### config.mk
export PLATFORM = sky130hd
export DESIGN_NAME = rv_wb_arb
export DESIGN_NICKNAME = d
export VERILOG_FILES = /design/src/rtl/rv_wb_pkg.sv /design/src/rtl/rv_wb_fifo.sv /design/src/rtl/rv_wb_arb.sv
export SDC_FILE = /design/constraint.sdc
export NUM_CORES = 1
export LEC_CHECK = 0
export CORE_ASPECT_RATIO = 1.2
export CORE_MARGIN = 4
export CORE_UTILIZATION = 45
export DETAILED_ROUTE_END_ITERATION = 7
export PLACE_DENSITY = 0.76
export SLEW_MARGIN = 10
export SYNTH_ARGS = -nofsm -noshare
export SYNTH_HDL_FRONTEND = slang
export SYNTH_HIERARCHICAL = 1
export SYNTH_SLANG_ARGS = --single-unit
### constraint.sdc
create_clock -name i_clk -period 3.45 [get_ports i_clk]
set_input_delay 0.69 -clock i_clk [delete_from_list [all_inputs] [get_ports i_clk]]
set_output_delay 0.69 -clock i_clk [all_outputs]
set_load 0.005 [all_outputs]
### src/rtl/rv_wb_pkg.sv
// ---------------------------------------------------------------------------
// rv_wb_pkg
// Shared types and constants for the register-file write-back arbiter
// (rv_wb_arb) and its LSU result FIFO (rv_wb_fifo).
//   wb_state_e  : arbiter FSM state (CLEAR after reset, RUN afterwards)
//   wb_entry_t  : one buffered result {rd, data}
//   rd_live()   : true when a destination index addresses a real register
// ---------------------------------------------------------------------------
package rv_wb_pkg;

    localparam int NUM_REGS      = 32;
    localparam int REG_IDX_W     = 5;
    localparam int XLEN          = 32;
    localparam int WB_FIFO_DEPTH = 2;

    // Count value at which the FIFO refuses further pushes.
    localparam logic [1:0] FIFO_FULL = 2'd2;

    // Clear sequence walks x1..x31; x0 is hard-wired and never written.
    localparam logic [REG_IDX_W-1:0] CLEAR_FIRST = 5'd1;
    localparam logic [REG_IDX_W-1:0] CLEAR_LAST  = 5'd31;

    typedef enum logic {
        CLEAR = 1'b0,
        RUN   = 1'b1
    } wb_state_e;

    typedef struct packed {
        logic [REG_IDX_W-1:0] rd;
        logic [XLEN-1:0]      data;
    } wb_entry_t;

    // Results targeting x0 are consumed but never reach the register file.
    function automatic logic rd_live(input logic [REG_IDX_W-1:0] rd);
        return (rd != 5'd0);
    endfunction

endpackage

### src/rtl/rv_wb_fifo.sv
// ---------------------------------------------------------------------------
// rv_wb_fifo
// Two-entry {rd, data} FIFO buffering LSU results until the write port is
// free. A pop frees its slot before a push in the same cycle lands, so a
// simultaneous push/pop at count 1 leaves one (new) entry. Pushes at full
// count are ignored and pops at empty are ignored, so the count stays in 0..2.
// Ports:
//   clk, reset_n          clock, synchronous active-low reset (empties FIFO)
//   push, push_rd/_data   enqueue request and payload
//   pop                   dequeue the head
//   head_rd, head_data    current head entry (valid when count != 0)
//   count                 number of stored entries
// ---------------------------------------------------------------------------
module rv_wb_fifo
    import rv_wb_pkg::*;
(
    input  logic                 clk,
    input  logic                 reset_n,
    input  logic                 push,
    input  logic [REG_IDX_W-1:0] push_rd,
    input  logic [XLEN-1:0]      push_data,
    input  logic                 pop,
    output logic [REG_IDX_W-1:0] head_rd,
    output logic [XLEN-1:0]      head_data,
    output logic [1:0]           count
);

    wb_entry_t  slot0_r;
    wb_entry_t  slot1_r;
    wb_entry_t  slot0_next_s;
    wb_entry_t  slot1_next_s;
    logic [1:0] count_r;
    logic [1:0] count_pop_s;
    logic [1:0] count_next_s;
    logic       do_pop_s;
    logic       do_push_s;

    // Next-state: apply the pop first, then place the push behind what remains.
    always_comb begin
        do_pop_s     = pop && (count_r != 2'd0);
        do_push_s    = push && (count_r < FIFO_FULL);
        slot0_next_s = slot0_r;
        slot1_next_s = slot1_r;
        count_pop_s  = count_r;
        count_next_s = count_r;

        if (do_pop_s) begin
            slot0_next_s = slot1_r;
            slot1_next_s = '0;
            count_pop_s  = count_r - 2'd1;
        end else begin
            count_pop_s  = count_r;
        end

        if (do_push_s) begin
            if (count_pop_s == 2'd0) begin
                slot0_next_s = {push_rd, push_data};
            end else begin
                slot1_next_s = {push_rd, push_data};
            end
            count_next_s = count_pop_s + 2'd1;
        end else begin
            count_next_s = count_pop_s;
        end
    end

    // Storage and occupancy registers.
    always_ff @(posedge clk) begin
        if (!reset_n) begin
            slot0_r <= '0;
            slot1_r <= '0;
            count_r <= 2'd0;
        end else begin
            slot0_r <= slot0_next_s;
            slot1_r <= slot1_next_s;
            count_r <= count_next_s;
        end
    end

    assign head_rd   = slot0_r.rd;
    assign head_data = slot0_r.data;
    assign count     = count_r;

endmodule

### src/rtl/rv_wb_arb.sv
// ---------------------------------------------------------------------------
// rv_wb_arb
// Write-back arbiter for a single register-file write port.
//   After reset the FSM sits in CLEAR and writes zero to x1..x31, one per
//   cycle. In RUN it merges a single-cycle ALU result stream (which can only
//   be stalled) with LSU results held in a 2-entry FIFO. ALU wins the port;
//   the FIFO head is written in cycles without an ALU write, and when the
//   FIFO is full an arriving ALU result is stalled so the head can drain.
//   An ALU write to the same register as the FIFO head retires that stale
//   head. Results for x0 are consumed silently. Writes are registered, so a
//   selection in cycle T appears on o_write/o_rd/o_data after edge T+1.
// Ports:
//   i_clk, i_reset_n                 clock, synchronous active-low reset
//   i_alu_valid/_rd/_data, o_alu_stall   ALU result and back-pressure
//   i_lsu_valid/_rd/_data, o_lsu_ready   LSU result valid/ready handshake
//   o_write, o_rd, o_data            register-file write port
//   o_busy                           clear sequence still emerging
//   i_rs1, i_rs2, o_byp*_valid/_data bypass of the write committing at the
//                                    edge the read indices are sampled
// Configuration: define WB_BYPASS_EN to add the bypass ports and registers.
// ---------------------------------------------------------------------------
module rv_wb_arb
    import rv_wb_pkg::*;
(
    input  logic                 i_clk,
    input  logic                 i_reset_n,
    input  logic                 i_alu_valid,
    input  logic [REG_IDX_W-1:0] i_alu_rd,
    input  logic [XLEN-1:0]      i_alu_data,
    output logic                 o_alu_stall,
    input  logic                 i_lsu_valid,
    output logic                 o_lsu_ready,
    input  logic [REG_IDX_W-1:0] i_lsu_rd,
    input  logic [XLEN-1:0]      i_lsu_data,
    output logic                 o_write,
    output logic [REG_IDX_W-1:0] o_rd,
    output logic [XLEN-1:0]      o_data,
    output logic                 o_busy
`ifdef WB_BYPASS_EN
    ,
    input  logic [REG_IDX_W-1:0] i_rs1,
    input  logic [REG_IDX_W-1:0] i_rs2,
    output logic                 o_byp1_valid,
    output logic [XLEN-1:0]      o_byp1_data,
    output logic                 o_byp2_valid,
    output logic [XLEN-1:0]      o_byp2_data
`endif
);

    wb_state_e            state_r;
    wb_state_e            state_next_s;
    logic [REG_IDX_W-1:0] clr_cnt_r;
    logic [REG_IDX_W-1:0] clr_cnt_next_s;

    logic [1:0]           fifo_count_s;
    logic [REG_IDX_W-1:0] head_rd_s;
    logic [XLEN-1:0]      head_data_s;
    logic                 head_valid_s;
    logic                 push_s;
    logic                 pop_s;

    logic                 alu_stall_s;
    logic                 lsu_ready_s;
    logic                 alu_write_s;
    logic                 head_drop_s;
    logic                 head_write_s;

    logic                 sel_write_s;
    logic [REG_IDX_W-1:0] sel_rd_s;
    logic [XLEN-1:0]      sel_data_s;

    rv_wb_fifo u_fifo (
        .clk       (i_clk),
        .reset_n   (i_reset_n),
        .push      (push_s),
        .push_rd   (i_lsu_rd),
        .push_data (i_lsu_data),
        .pop       (pop_s),
        .head_rd   (head_rd_s),
        .head_data (head_data_s),
        .count     (fifo_count_s)
    );

    assign head_valid_s = (fifo_count_s != 2'd0);

    // FSM state and clear-index registers.
    always_ff @(posedge i_clk) begin
        if (!i_reset_n) begin
            state_r   <= CLEAR;
            clr_cnt_r <= CLEAR_FIRST;
        end else begin
            state_r   <= state_next_s;
            clr_cnt_r <= clr_cnt_next_s;
        end
    end

    // Next state, handshakes and write-port selection.
    always_comb begin
        state_next_s   = state_r;
        clr_cnt_next_s = clr_cnt_r;
        alu_stall_s    = 1'b1;
        lsu_ready_s    = 1'b0;
        alu_write_s    = 1'b0;
        head_drop_s    = 1'b0;
        head_write_s   = 1'b0;
        push_s         = 1'b0;
        pop_s          = 1'b0;
        sel_write_s    = 1'b0;
        sel_rd_s       = 5'd0;
        sel_data_s     = 32'd0;

        case (state_r)
            CLEAR: begin
                sel_write_s = 1'b1;
                sel_rd_s    = clr_cnt_r;
                sel_data_s  = 32'd0;
                if (clr_cnt_r == CLEAR_LAST) begin
                    state_next_s = RUN;
                end else begin
                    clr_cnt_next_s = clr_cnt_r + 5'd1;
                end
            end
            RUN: begin
                // Ready depends on the pre-edge count only, so a full FIFO
                // never accepts even when its head drains this cycle.
                lsu_ready_s  = (fifo_count_s < FIFO_FULL);
                alu_stall_s  = i_alu_valid && (fifo_count_s == FIFO_FULL);
                alu_write_s  = i_alu_valid && !alu_stall_s && rd_live(i_alu_rd);
                // The ALU result is newer than a buffered load to the same rd.
                head_drop_s  = alu_write_s && head_valid_s && (head_rd_s == i_alu_rd);
                head_write_s = head_valid_s && !alu_write_s;
                pop_s        = head_drop_s || head_write_s;
                push_s       = i_lsu_valid && lsu_ready_s && rd_live(i_lsu_rd);
                if (alu_write_s) begin
                    sel_write_s = 1'b1;
                    sel_rd_s    = i_alu_rd;
                    sel_data_s  = i_alu_data;
                end else if (head_write_s) begin
                    sel_write_s = 1'b1;
                    sel_rd_s    = head_rd_s;
                    sel_data_s  = head_data_s;
                end else begin
                    sel_write_s = 1'b0;
                end
            end
            default: begin
                state_next_s   = CLEAR;
                clr_cnt_next_s = CLEAR_FIRST;
            end
        endcase
    end

    assign o_alu_stall = alu_stall_s;
    assign o_lsu_ready = lsu_ready_s;

    // Registered write port; busy tracks the clear writes as they emerge.
    always_ff @(posedge i_clk) begin
        if (!i_reset_n) begin
            o_write <= 1'b0;
            o_rd    <= 5'd0;
            o_data  <= 32'd0;
            o_busy  <= 1'b1;
        end else begin
            o_write <= sel_write_s;
            o_rd    <= sel_rd_s;
            o_data  <= sel_data_s;
            o_busy  <= (state_r == CLEAR);
        end
    end

`ifdef WB_BYPASS_EN
    logic [REG_IDX_W-1:0] rs1_r;
    logic [REG_IDX_W-1:0] rs2_r;

    // Read indices sampled on the same edge that commits the write.
    always_ff @(posedge i_clk) begin
        if (!i_reset_n) begin
            rs1_r <= 5'd0;
            rs2_r <= 5'd0;
        end else begin
            rs1_r <= i_rs1;
            rs2_r <= i_rs2;
        end
    end

    assign o_byp1_valid = o_write && rd_live(rs1_r) && (o_rd == rs1_r);
    assign o_byp2_valid = o_write && rd_live(rs2_r) && (o_rd == rs2_r);
    assign o_byp1_data  = o_byp1_valid ? o_data : 32'd0;
    assign o_byp2_data  = o_byp2_valid ? o_data : 32'd0;
`endif

endmodule

==> flow_summary.yaml <==
grt:
  track_usage_pct: 21.3
  grt_pass1_wl_mm: 23.0
  gr-total-overflow: 0
  grt_max_degree: 78
  antenna_found_initial: 0
  grt_pass1_vias: 4790
cts:
  clk_latency_ns: 0.42
  clockRootBuffer: "clkbuf_16"
  cts_sinks: 121
  clockBufferDepth: 2
  cts-resized-gates: 0
  cts_made_buffers: 17
  cts_tree: "yes"
  path_clk_slew_ns: 0.05
  htree_levels: 4
  cts_setup_buffers: 0
  postCtsHoldBufs: 0
yosys:
  synth_compound_area_share_pct: 25.5
  synth.distinct_cells: 37
  synth-simple-area-share_pct: 17.6
  synth.cell_area_um2: 5270
  syn_inst: 618
  synth.area.top_cells: "dfxtp_1 (46%), o211a_1 (7.4%), nand2_1 (5.8%), nor2_1 (5.7%), o32ai_1 (5.3%)"
  synth_xor_area_share_pct: 1.50
  syn_nets: 700
  ys_seq_area_share_pct: 46.0
  synthMuxAreaShare_pct: 0.285
  synth_top_family_by_area: "compound AO/OA/AOI/OAI gates"
  ys_seq_elements: 121
  yosys.area_share.adder_pct: 0.950
  syn-mean-instance-area_um2: 8.53
  ys_warn_count: 6
  yosysTopAreaCell: "dfxtp_1"
  synth_top_area_share_pct: 46.0
timing:
  rsz0062_at_grt: "no"
  slew_headroom_pct: 48.2
  setup_tns_ns: 0
  worstMarginPinSlew_ns: 0.777
  timing.final.crit_share_pct: 90.6
  finalSetupViolations: 0
  timing.fmax_mhz: 320
  finClkSkew_ns: 0.00759
  fin_ws_ns: 0.323
  min_period_ns: 3.13
  hold_viol: 0
  maxSlewViolCount: 0
floorplan:
  die_area_um2: 13500
  fp-row-count: 43
  io_pins: 119
  coreArea_um2: 11500
  start_util_pct: 45.8
  die_h_um: 127
  fp.dieW_um: 107
place:
  numPortBuffers: 118
  dpl_worst_slack_ns: -0.101
  dp_hpwl_mm: 9.54
  dp.cells: 861
  place_area_um2: 6600
  globalplace.congestion: 0.827
setup_path:
  path_max_fanout: 10
  cp_cell_sequence: "clkdlybuf4s50_1, or4_4, o211a_1, o2bb2ai_1, nor2b_4, o21ai_0, ha_1, or2_2, buf_4, nand3_1, a21boi_0"
  critPathBufInv: 2
  ff2ff_path_depth: 10
  cp-end-kind: "flop"
  startpoint_type: "input port"
  slowest_stage: "or4_4"
  critPathRequiredTime_ns: 3.74
  worst_path_largest_cell_delay_ns: 0.57
  crit_arrival_ns: 3.42
  crit_cells: 11
  crit_type: "input port to flop"
  cpLargestDelayFamily: "simple AND/OR/NAND/NOR gates"
route:
  drc_errors: 0
  routed_wirelength_mm: 14.7
  routed_via_density: 5.55
  first_pass_iters: 8
  wl_met2_mm: 7.57
  drt-initial-drc-count: 285
  via_count: 4950
  route.met3.wl_um: 832
  routedWlPerCell_um: 16.5
  top_layer: "met4"
  drt-met1-wl_mm: 5.96
  antenna_left: 0
worst_hold_path:
  min_path_type: "flop to flop"
  hold_path_depth: 2
power_and_ir_drop:
  pwr-share-seq_pct: 41.7
  p_sw_share_pct: 19.9
  p_comb_share_pct: 4.9
  p_leak_nw: 3.06
  powerDensity_nw_per_um2: 470
  netSwitchingPower_mw: 0.674
  power.share.clock_pct: 53.4
  peakVddDrop_uv: 334
  intPower_mw: 2.71
run_status:
  status: "finished clean"
cells_and_area:
  fin_nets: 805
  final_cell_mix: "dfxtp_1 (121), clkdlybuf4s50_1 (117), nand2_1 (82)"
  final_cells: 892
  layout_commonest_cell: "dfxtp_1"
  diodes: 0
  fill_cells: 994
  final_area_um2: 7200
  final_layout_size_suffix_gt1_share_pct: 8.71
  area_growth_pct: 36.7
job:
  max_cap_violations: 0
[worst register-to-register path, cell delays in order (launching register included)]
cell       delay (ns)
dfxtp_1          0.55
o21ai_0          0.20
nor3_1           0.24
o2bb2ai_1        0.16
nor2b_4          0.25
o21ai_0          0.13
ha_1             0.24
or2_2            0.34
buf_4            0.19
nand3_1          0.08
a21boi_0         0.09
[through the flow]
stage          hold slack [ns]  power (mW)  utilization, %
3_3_place_gp             0.453        1.60            57.3
5_1_grt                  0.485        3.47            62.6
4_1_cts                  0.471        3.41            62.6
2_1_floorplan            0.447        1.48               -
3_5_place_dp             0.462        1.61            57.3
6_report                 0.471        3.39            62.6
[registers in the layout, indices dropped and copies added, names as in the netlist]
name / count
u_fifo/slot1_r: 37
o_data: 32
u_fifo/head_data: 32
clr_cnt_r: 5
o_rd: 5
u_fifo/head_rd: 5
u_fifo/count: 2
o_busy: 1
o_write: 1
state_r: 1
[per-layer routing]
layer	vias up	GRT usage [%]
li1	2382	-
met1	2365	25.8
met2	174	36.1
met3	29	5.45
met4	0	8.58
met5	-	0
[path summary, 6_finish.rpt]
kind / start / slack [ns] / to
setup / recovery: i_alu_rd[1] / 0.32 / u_fifo/slot1_r[6]
hold / removal: u_fifo/slot1_r[28] / 0.47 / u_fifo/slot1_r[28]
setup reg to reg: state_r / 0.86 / u_fifo/slot1_r[6]
hold reg to reg: u_fifo/slot1_r[28] / 0.47 / u_fifo/slot1_r[28]
[power groups by stage]
stage                     Sequential [mW]  Clock [mW]  Combinational, mW
after global routing                 1.41        1.88              0.178
final                                1.41        1.81              0.165
after floorplan                      1.44           0             0.0415
after CTS                            1.41        1.83              0.166
after detailed placement             1.44           0              0.165
after global placement               1.44           0              0.162
[final cells by class]
class	count	area (µm²)	share of cell area, %
sequential	121	2420	33.6
timing repair buffer	143	1410	19.6
clock inverter	8	118	1.63
tap	157	196	2.73
clock buffer	23	488	6.77
inverter	37	139	1.93
multi-input combinational	403	2430	33.7
[synth_stat cells]
library cell	n
buf_1	5
nor2b_1	3
a21boi_0	30
o22ai_1	37
xnor2_1	3
a32oi_1	5
or2_1	1
and2_1	1
inv_1	37
nor2b_4	1
o21ai_0	11
a31oi_1	1
mux2_4	1
clkbuf_1	29
nor2_2	1
xor2_1	6
buf_2	15
or4_4	1
ha_1	4
o211a_1	39
a21oi_1	5
or2_2	1
o2bb2ai_1	1
or4_1	1
and3_1	2
buf_6	8
a21boi_1	7
nand3_1	38
o32ai_1	32
dfxtp_1	121
o31ai_1	1
o32ai_2	1
nand2b_1	3
nor3_1	3
nor2_1	80
nand2_1	82
nor3b_1	1
[logic make-up after synthesis]
kind of cell | after synthesis
simple gates | 219
fa+ha+maj | 4
buf+inv | 94
compound gates | 170
flops | 121
mux | 1
xor+xnor | 9
No activity file was read; power rests on OpenSTA's default activity.
